[src/rtl/rotary_cursor.sv]
// rotary_cursor: rotary-encoder and push-button front end for the tic-tac-toe board.
// Synchronizes and debounces the raw A/B/centre inputs, decodes quadrature detents
// into a 0..9 board cursor, and produces a debounced press level plus a select strobe.
// Optional feature: define ROTARY_CURSOR_WRAP_EN to make the cursor wrap 9<->1
// instead of saturating at the ends.
module rotary_cursor #(
    parameter int DEBOUNCE_CYCLES = 500000,
    parameter int CNT_W           = 20
) (
    input  logic       clk,
    input  logic       clr,
    input  logic       rot_a,
    input  logic       rot_b,
    input  logic       rot_ctr,
    output logic [7:0] square_num,
    output logic       rotctr_debounce,
    output logic       select_pulse,
    output logic       step_cw,
    output logic       step_ccw
);

    // Channel index into the packed input vectors
    localparam int CH_A   = 0;
    localparam int CH_B   = 1;
    localparam int CH_CTR = 2;
    localparam int N_CH   = 3;

    localparam logic [CNT_W-1:0] DB_TERM = CNT_W'(DEBOUNCE_CYCLES - 1);

    logic [N_CH-1:0]  sync_p0;
    logic [N_CH-1:0]  sync_p1;
    logic [CNT_W-1:0] db_cnt [N_CH];
    logic [N_CH-1:0]  db_stb;
    logic             a_prev;
    logic             ctr_prev;
    logic [3:0]       cursor;

    logic             a_rise;
    logic             ctr_rise;
    logic             press_fire;

    // Next cursor value for a clockwise detent; wrap or saturate at 9
    function automatic logic [3:0] cw_next(input logic [3:0] s);
        logic [3:0] r;
        if (s >= 4'd9) begin
`ifdef ROTARY_CURSOR_WRAP_EN
            r = 4'd1;
`else
            r = 4'd9;
`endif
        end else begin
            r = s + 4'd1;
        end
        return r;
    endfunction

    // Next cursor value for a counter-clockwise detent; 0 and 1 both map to the low end
    function automatic logic [3:0] ccw_next(input logic [3:0] s);
        logic [3:0] r;
        if (s <= 4'd1) begin
`ifdef ROTARY_CURSOR_WRAP_EN
            r = 4'd9;
`else
            r = 4'd1;
`endif
        end else begin
            r = s - 4'd1;
        end
        return r;
    endfunction

    // Two-flop synchronizer for the three asynchronous raw inputs
    always_ff @(posedge clk or posedge clr) begin
        if (clr) begin
            sync_p0 <= '0;
            sync_p1 <= '0;
        end else begin
            sync_p0 <= {rot_ctr, rot_b, rot_a};
            sync_p1 <= sync_p0;
        end
    end

    // Per-channel debouncer: level only changes after DEBOUNCE_CYCLES consecutive disagreeing samples
    always_ff @(posedge clk or posedge clr) begin
        if (clr) begin
            db_stb <= '0;
            for (int i = 0; i < N_CH; i++) begin
                db_cnt[i] <= '0;
            end
        end else begin
            for (int i = 0; i < N_CH; i++) begin
                if (sync_p1[i] == db_stb[i]) begin
                    db_cnt[i] <= '0;
                end else if (db_cnt[i] == DB_TERM) begin
                    db_stb[i] <= sync_p1[i];
                    db_cnt[i] <= '0;
                end else begin
                    db_cnt[i] <= db_cnt[i] + CNT_W'(1);
                end
            end
        end
    end

    // Edge detection on the debounced A and centre levels
    assign a_rise     = db_stb[CH_A] & ~a_prev;
    assign ctr_rise   = db_stb[CH_CTR] & ~ctr_prev;
    // A press only "wins" over a simultaneous step when it actually produces a select
    assign press_fire = ctr_rise & (cursor != 4'd0);

    // Edge history; always advances so a discarded step is never replayed later
    always_ff @(posedge clk or posedge clr) begin
        if (clr) begin
            a_prev   <= 1'b0;
            ctr_prev <= 1'b0;
        end else begin
            a_prev   <= db_stb[CH_A];
            ctr_prev <= db_stb[CH_CTR];
        end
    end

    // Cursor update and output strobes; press has priority over a same-cycle step
    always_ff @(posedge clk or posedge clr) begin
        if (clr) begin
            cursor       <= 4'd0;
            select_pulse <= 1'b0;
            step_cw      <= 1'b0;
            step_ccw     <= 1'b0;
        end else begin
            select_pulse <= press_fire;
            step_cw      <= a_rise & ~db_stb[CH_B] & ~press_fire;
            step_ccw     <= a_rise &  db_stb[CH_B] & ~press_fire;
            if (a_rise && !press_fire) begin
                cursor <= db_stb[CH_B] ? ccw_next(cursor) : cw_next(cursor);
            end
        end
    end

    assign square_num      = {4'd0, cursor};
    assign rotctr_debounce = db_stb[CH_CTR];

endmodule

[config.mk]
export PLATFORM = sky130hd
export DESIGN_NAME = rotary_cursor
export DESIGN_NICKNAME = d
export VERILOG_FILES = /design/src/rtl/rotary_cursor.sv
export SDC_FILE = /design/constraint.sdc
export NUM_CORES = 1
export LEC_CHECK = 0
export BUFFER_PORTS_ARGS = -buffer_cell sky130_fd_sc_hd__buf_2
export CAP_MARGIN = 10
export CORE_ASPECT_RATIO = 1.2
export CORE_MARGIN = 10
export CORE_UTILIZATION = 65
export DETAILED_ROUTE_END_ITERATION = 7
export PLACE_DENSITY_LB_ADDON = 0.08
export SYNTH_ARGS = -nofsm -noshare
export SYNTH_HDL_FRONTEND = slang
export SYNTH_SLANG_ARGS = --single-unit
export TNS_END_PERCENT = 5
[constraint.sdc]
create_clock -name clk -period 8.3 [get_ports clk]
set_clock_uncertainty 0.15 [all_clocks]
set_input_delay 2.49 -clock clk [delete_from_list [all_inputs] [get_ports clk]]
set_output_delay 2.49 -clock clk [all_outputs]
set_load 0.03 [all_outputs]
* Word level (Yosys, flattened, before mapping)
Cells that the tools add are included.
** Storage, ports and cells
- Register bits after elaboration :: 78
- Input bits :: 5
- Word-level logic and storage cells :: 56
** Cells by class
- $add $sub $neg :: 5
- Magnitude comparators :: 2
- Equality and inequality tests :: 6
- Multiplexer cells :: 9
- Bitwise gates (word level) :: 14
- Reductions and logical operators :: 6
** Operator list (count)
- $mux W20 :: 6
- $add A20 B1 Y20 const B :: 3
- $eq A20 B19 Y1 const B :: 3
- $mux W4 :: 3
- $and A1 B1 Y1 :: 7
- $not A1 Y1 :: 7
- $reduce_and A2 Y1 :: 3
- $add A4 B1 Y4 const B :: 1
- $ge A4 B4 Y1 const B :: 1
- $le A4 B1 Y1 const B :: 1
- $reduce_bool A4 Y1 :: 1
- $sub A4 B1 Y4 const B :: 1
- $eq A1 B1 Y1 :: 3
- $logic_and A1 B1 Y1 :: 1
- $logic_not A1 Y1 :: 1

* Logic depth before layout (Yosys ltp)
- Word-level depth :: 5
- Gate-level depth with buffers :: 6
- Depth with buffers taken out :: 6

* Least setup slack after synthesis
No wires, ideal clock.
- Path type :: register to output
- Start :: register cursor[3]
- End :: output square_num[3]
- Arrival :: 0.556 ns
- Data required time :: 5.660 ns
- Setup slack :: 5.104 ns
- Cell stages (with the launch flop) :: 1
- Cell sequence :: dfrtp_1
** RTL lines
- start, declared :: line 36 : logic [3:0] cursor;
- start signal, assigned :: line 133 : cursor <= db_stb[CH_B] ? ccw_next(cursor) : cw_next(cursor);
- end, declared :: line 15 : output logic [7:0] square_num,
No word-level cell between the ends.

* Worst setup path after layout
- Start :: register cursor[2]
- End :: output square_num[2]
No word-level cell between the ends.

==> out/qor.txt <==
MaxCap Viol Count = 0
Layout fillers = 426
Fin crit share = 45.0%
Synth Flop Type = dfrtp_1
Worst path max stage delay = 0.50 ns
Total GRT Usage = 15.5%
Worst Setup End Kind = output port
GR peak layer = met2
Vias = 2856
Iter 0 DRT Violations = 143
Hold WC Path Type = reg -> reg
Worst EP required = 5.66 ns
Synth async-reset ratio = 100%
Vias/cell = 5.88
Core Footprint = 5670 µm²
Synth cell count leaders = 78 x dfrtp_1, 54 x nor2_1, 24 x nand2_1, 24 x xnor2_1, 20 x nand3_1
Min cycle time layout = 3.74 ns
Top-area cell type share of the netlist area = 51.1%
Register area = 1950 µm²
Site row count = 30
Avg WL per Cell = 14.4 µm
Syn avg cell area = 9.85 µm²
Multi-input gate area = 1760 µm²
Startpoint types = flip-flop
Congestion Overflow GR = 0
# IOs = 17
Synth top area cells = dfrtp_1 51%, xnor2_1 5.5%, nor2_1 5.3%
DRT Wirelength = 7000 µm
Total CTS buffers = 9
Clock Latency Late Sink = 0.35 ns
RePlAce Congestion = 0.857
Worst path cell trace = buf_2
P&R area growth vs syn = 7.86%
Largest net degree at the start of global routing = 51
Met3 global-route usage = 3.25%
Crit path buffers/inverters = 1
Sequential share of the synthesized area = 51.1%
DIE WIDTH = 90.0 µm
Vias in the first global route = 2707
Clk pin slew, worst setup/hold paths = 0.08 ns
Longest Clk Path Bufs = 2
DP Wirelength = 4820 µm
CTS tree = built
Critical Path AT = 1.10 ns
Clk root buf = clkbuf_8
Initial antenna violation count = 0
Headroom to the max-slew limit = 34.9%
Routed Antenna Nets = 0
Fin. max-slew vios = 0
Worst-Margin Slew = 0.973 ns
Met1 Use GR = 19.5%
Delay-heaviest family, CP = flip-flops
Count leader, synth = dfrtp_1
Finish-stage setup viols = 0
Post-synthesis sequential element count = 78
GR Util met2 = 24.6%
First-pass GRT wire length = 12200 µm
IO Port Bufs = 12
Initial Util = 67.4%
Critical-path top delay cell = dfrtp_1
Ant diodes = 0
Nets = 415
Area leader, netlist = dfrtp_1
Synth Instances = 388
Status = finished clean
Die height = 104 µm
Post-route DRC = 0
Die area = 9360 µm²
Mapped Area = 3820 µm²
Fmax = 0.268 GHz
Layout cells sized above 1 = 9.61%
Ys Warns = 0
Number of H-tree levels = 3
Cell Area, Placed = 3950 µm²
Pleak = 1.69 nW
Postcts setup bufs = 0
Clock tree sinks = 78
Fin. Hold Viols = 0
# resized after CTS = 0
RSZ-0062 raised after global routing = false
# hold bufs at CTS = 0
Synth unique cells = 39
Design area = 4120 µm²
Max FO, Critical Path = 10
Post-synth EDFFs = 0
Detailed Routing Iterations Pass 1 = 4
Worst setup path class = reg -> out
Setup total negative slack = 0 ns
Pwr dens = 164 nW/µm²
VDD IR-drop max = 153 µV
## area by class of cell
| type | count | share of cell area [%] |
|---|---|---|
| inverters | 14 | 1.31 |
| multi-input cells | 285 | 42.8 |
| flip-flops and latches | 78 | 47.3 |
| clock buffers | 12 | 3.28 |
| well taps | 80 | 2.43 |
| repair buffers | 15 | 2.00 |
| clock inverters | 2 | 0.850 |
## report_power, final
group | leakage (nW) | internal (mW) | switching [mW] | total [mW]
logic | 0.533 | 0.00628 | 0.0182 | 0.0244
clock network | 0.0863 | 0.136 | 0.125 | 0.261
registers | 1.07 | 0.385 | 0.00494 | 0.390
total | 1.69 | 0.527 | 0.149 | 0.675
## metal layers
metal / wire length (µm) / share of wire [%]
met4: 154 / 2.2
met3: 229 / 3.3
met1: 3170 / 45
met5: 0 / 0
met2: 3440 / 49
## sequential cells by signal (all words and copies together) (netlist names), 3 cells and up
signal / cells
db_cnt: 60
cursor: 4
db_stb: 3
sync_p0: 3
sync_p1: 3
## final timing paths
path                                       startpoint  slack, ns                    to  cells after the start
worst max-delay path            cursor[2]$_DFFE_PP0P_       4.56         square_num[2]                      1
worst min-delay path             sync_p0[0]$_DFF_PP0_       0.20  sync_p1[0]$_DFF_PP0_                      0
worst min register to register   sync_p0[0]$_DFF_PP0_       0.20  sync_p1[0]$_DFF_PP0_                      0
min in group asynchronous                         clr       1.99    step_ccw$_DFF_PP0_                      2
max in group asynchronous                         clr       5.04   db_cnt[1]$_DFF_PP0_                      3
worst max register to register   db_cnt[52]$_DFF_PP0_       5.91  db_cnt[51]$_DFF_PP0_                      4
## cells in the final DEF (no fill, tap or decap), types with 4 or more instances in the layout
cell,synthesis,layout
xnor2_1,24,24
a21oi_1,18,18
nand2_1,24,24
nand4_1,15,15
xor2_1,15,15
o21ai_0,15,15
ha_1,7,7
nor4b_1,6,6
nor3_1,13,13
nor2_1,54,54
o31ai_1,9,8
clkbuf_8,0,9
inv_1,14,13
or4_1,8,8
buf_2,2,12
mux2_2,4,4
nor4_1,9,9
dfrtp_1,78,78
conb_1,1,4
or3_1,12,12
nand3_1,20,20
## stage by stage
step / worst slack, ns / cells / hold WS, ns / total power, mW / util (%)
3_5_place_dp: 4.59 / 472 / 0.186 / 0.423 / 69.7
3_3_place_gp: 4.62 / 472 / 0.191 / 0.422 / 69.7
2_1_floorplan: 3.66 / 391 / 0.181 / 0.417 / -
4_1_cts: 4.56 / 486 / 0.202 / 0.680 / 72.7
6_report: 4.56 / 486 / 0.200 / 0.675 / 72.7
5_1_grt: 4.51 / 486 / 0.232 / 0.702 / 72.7
## kinds of logic after synthesis
kind of cell	Yosys count	synth area share (%)
simple gates	178	24.2
flops	78	51.1
compound gates	50	8.22
xor+xnor	39	8.94
buf+inv	28	3.21
fa+ha+maj	7	2.29
mux	7	1.96
other cells	1	0.0981
Note: power is estimated with default switching activity, not from simulation.
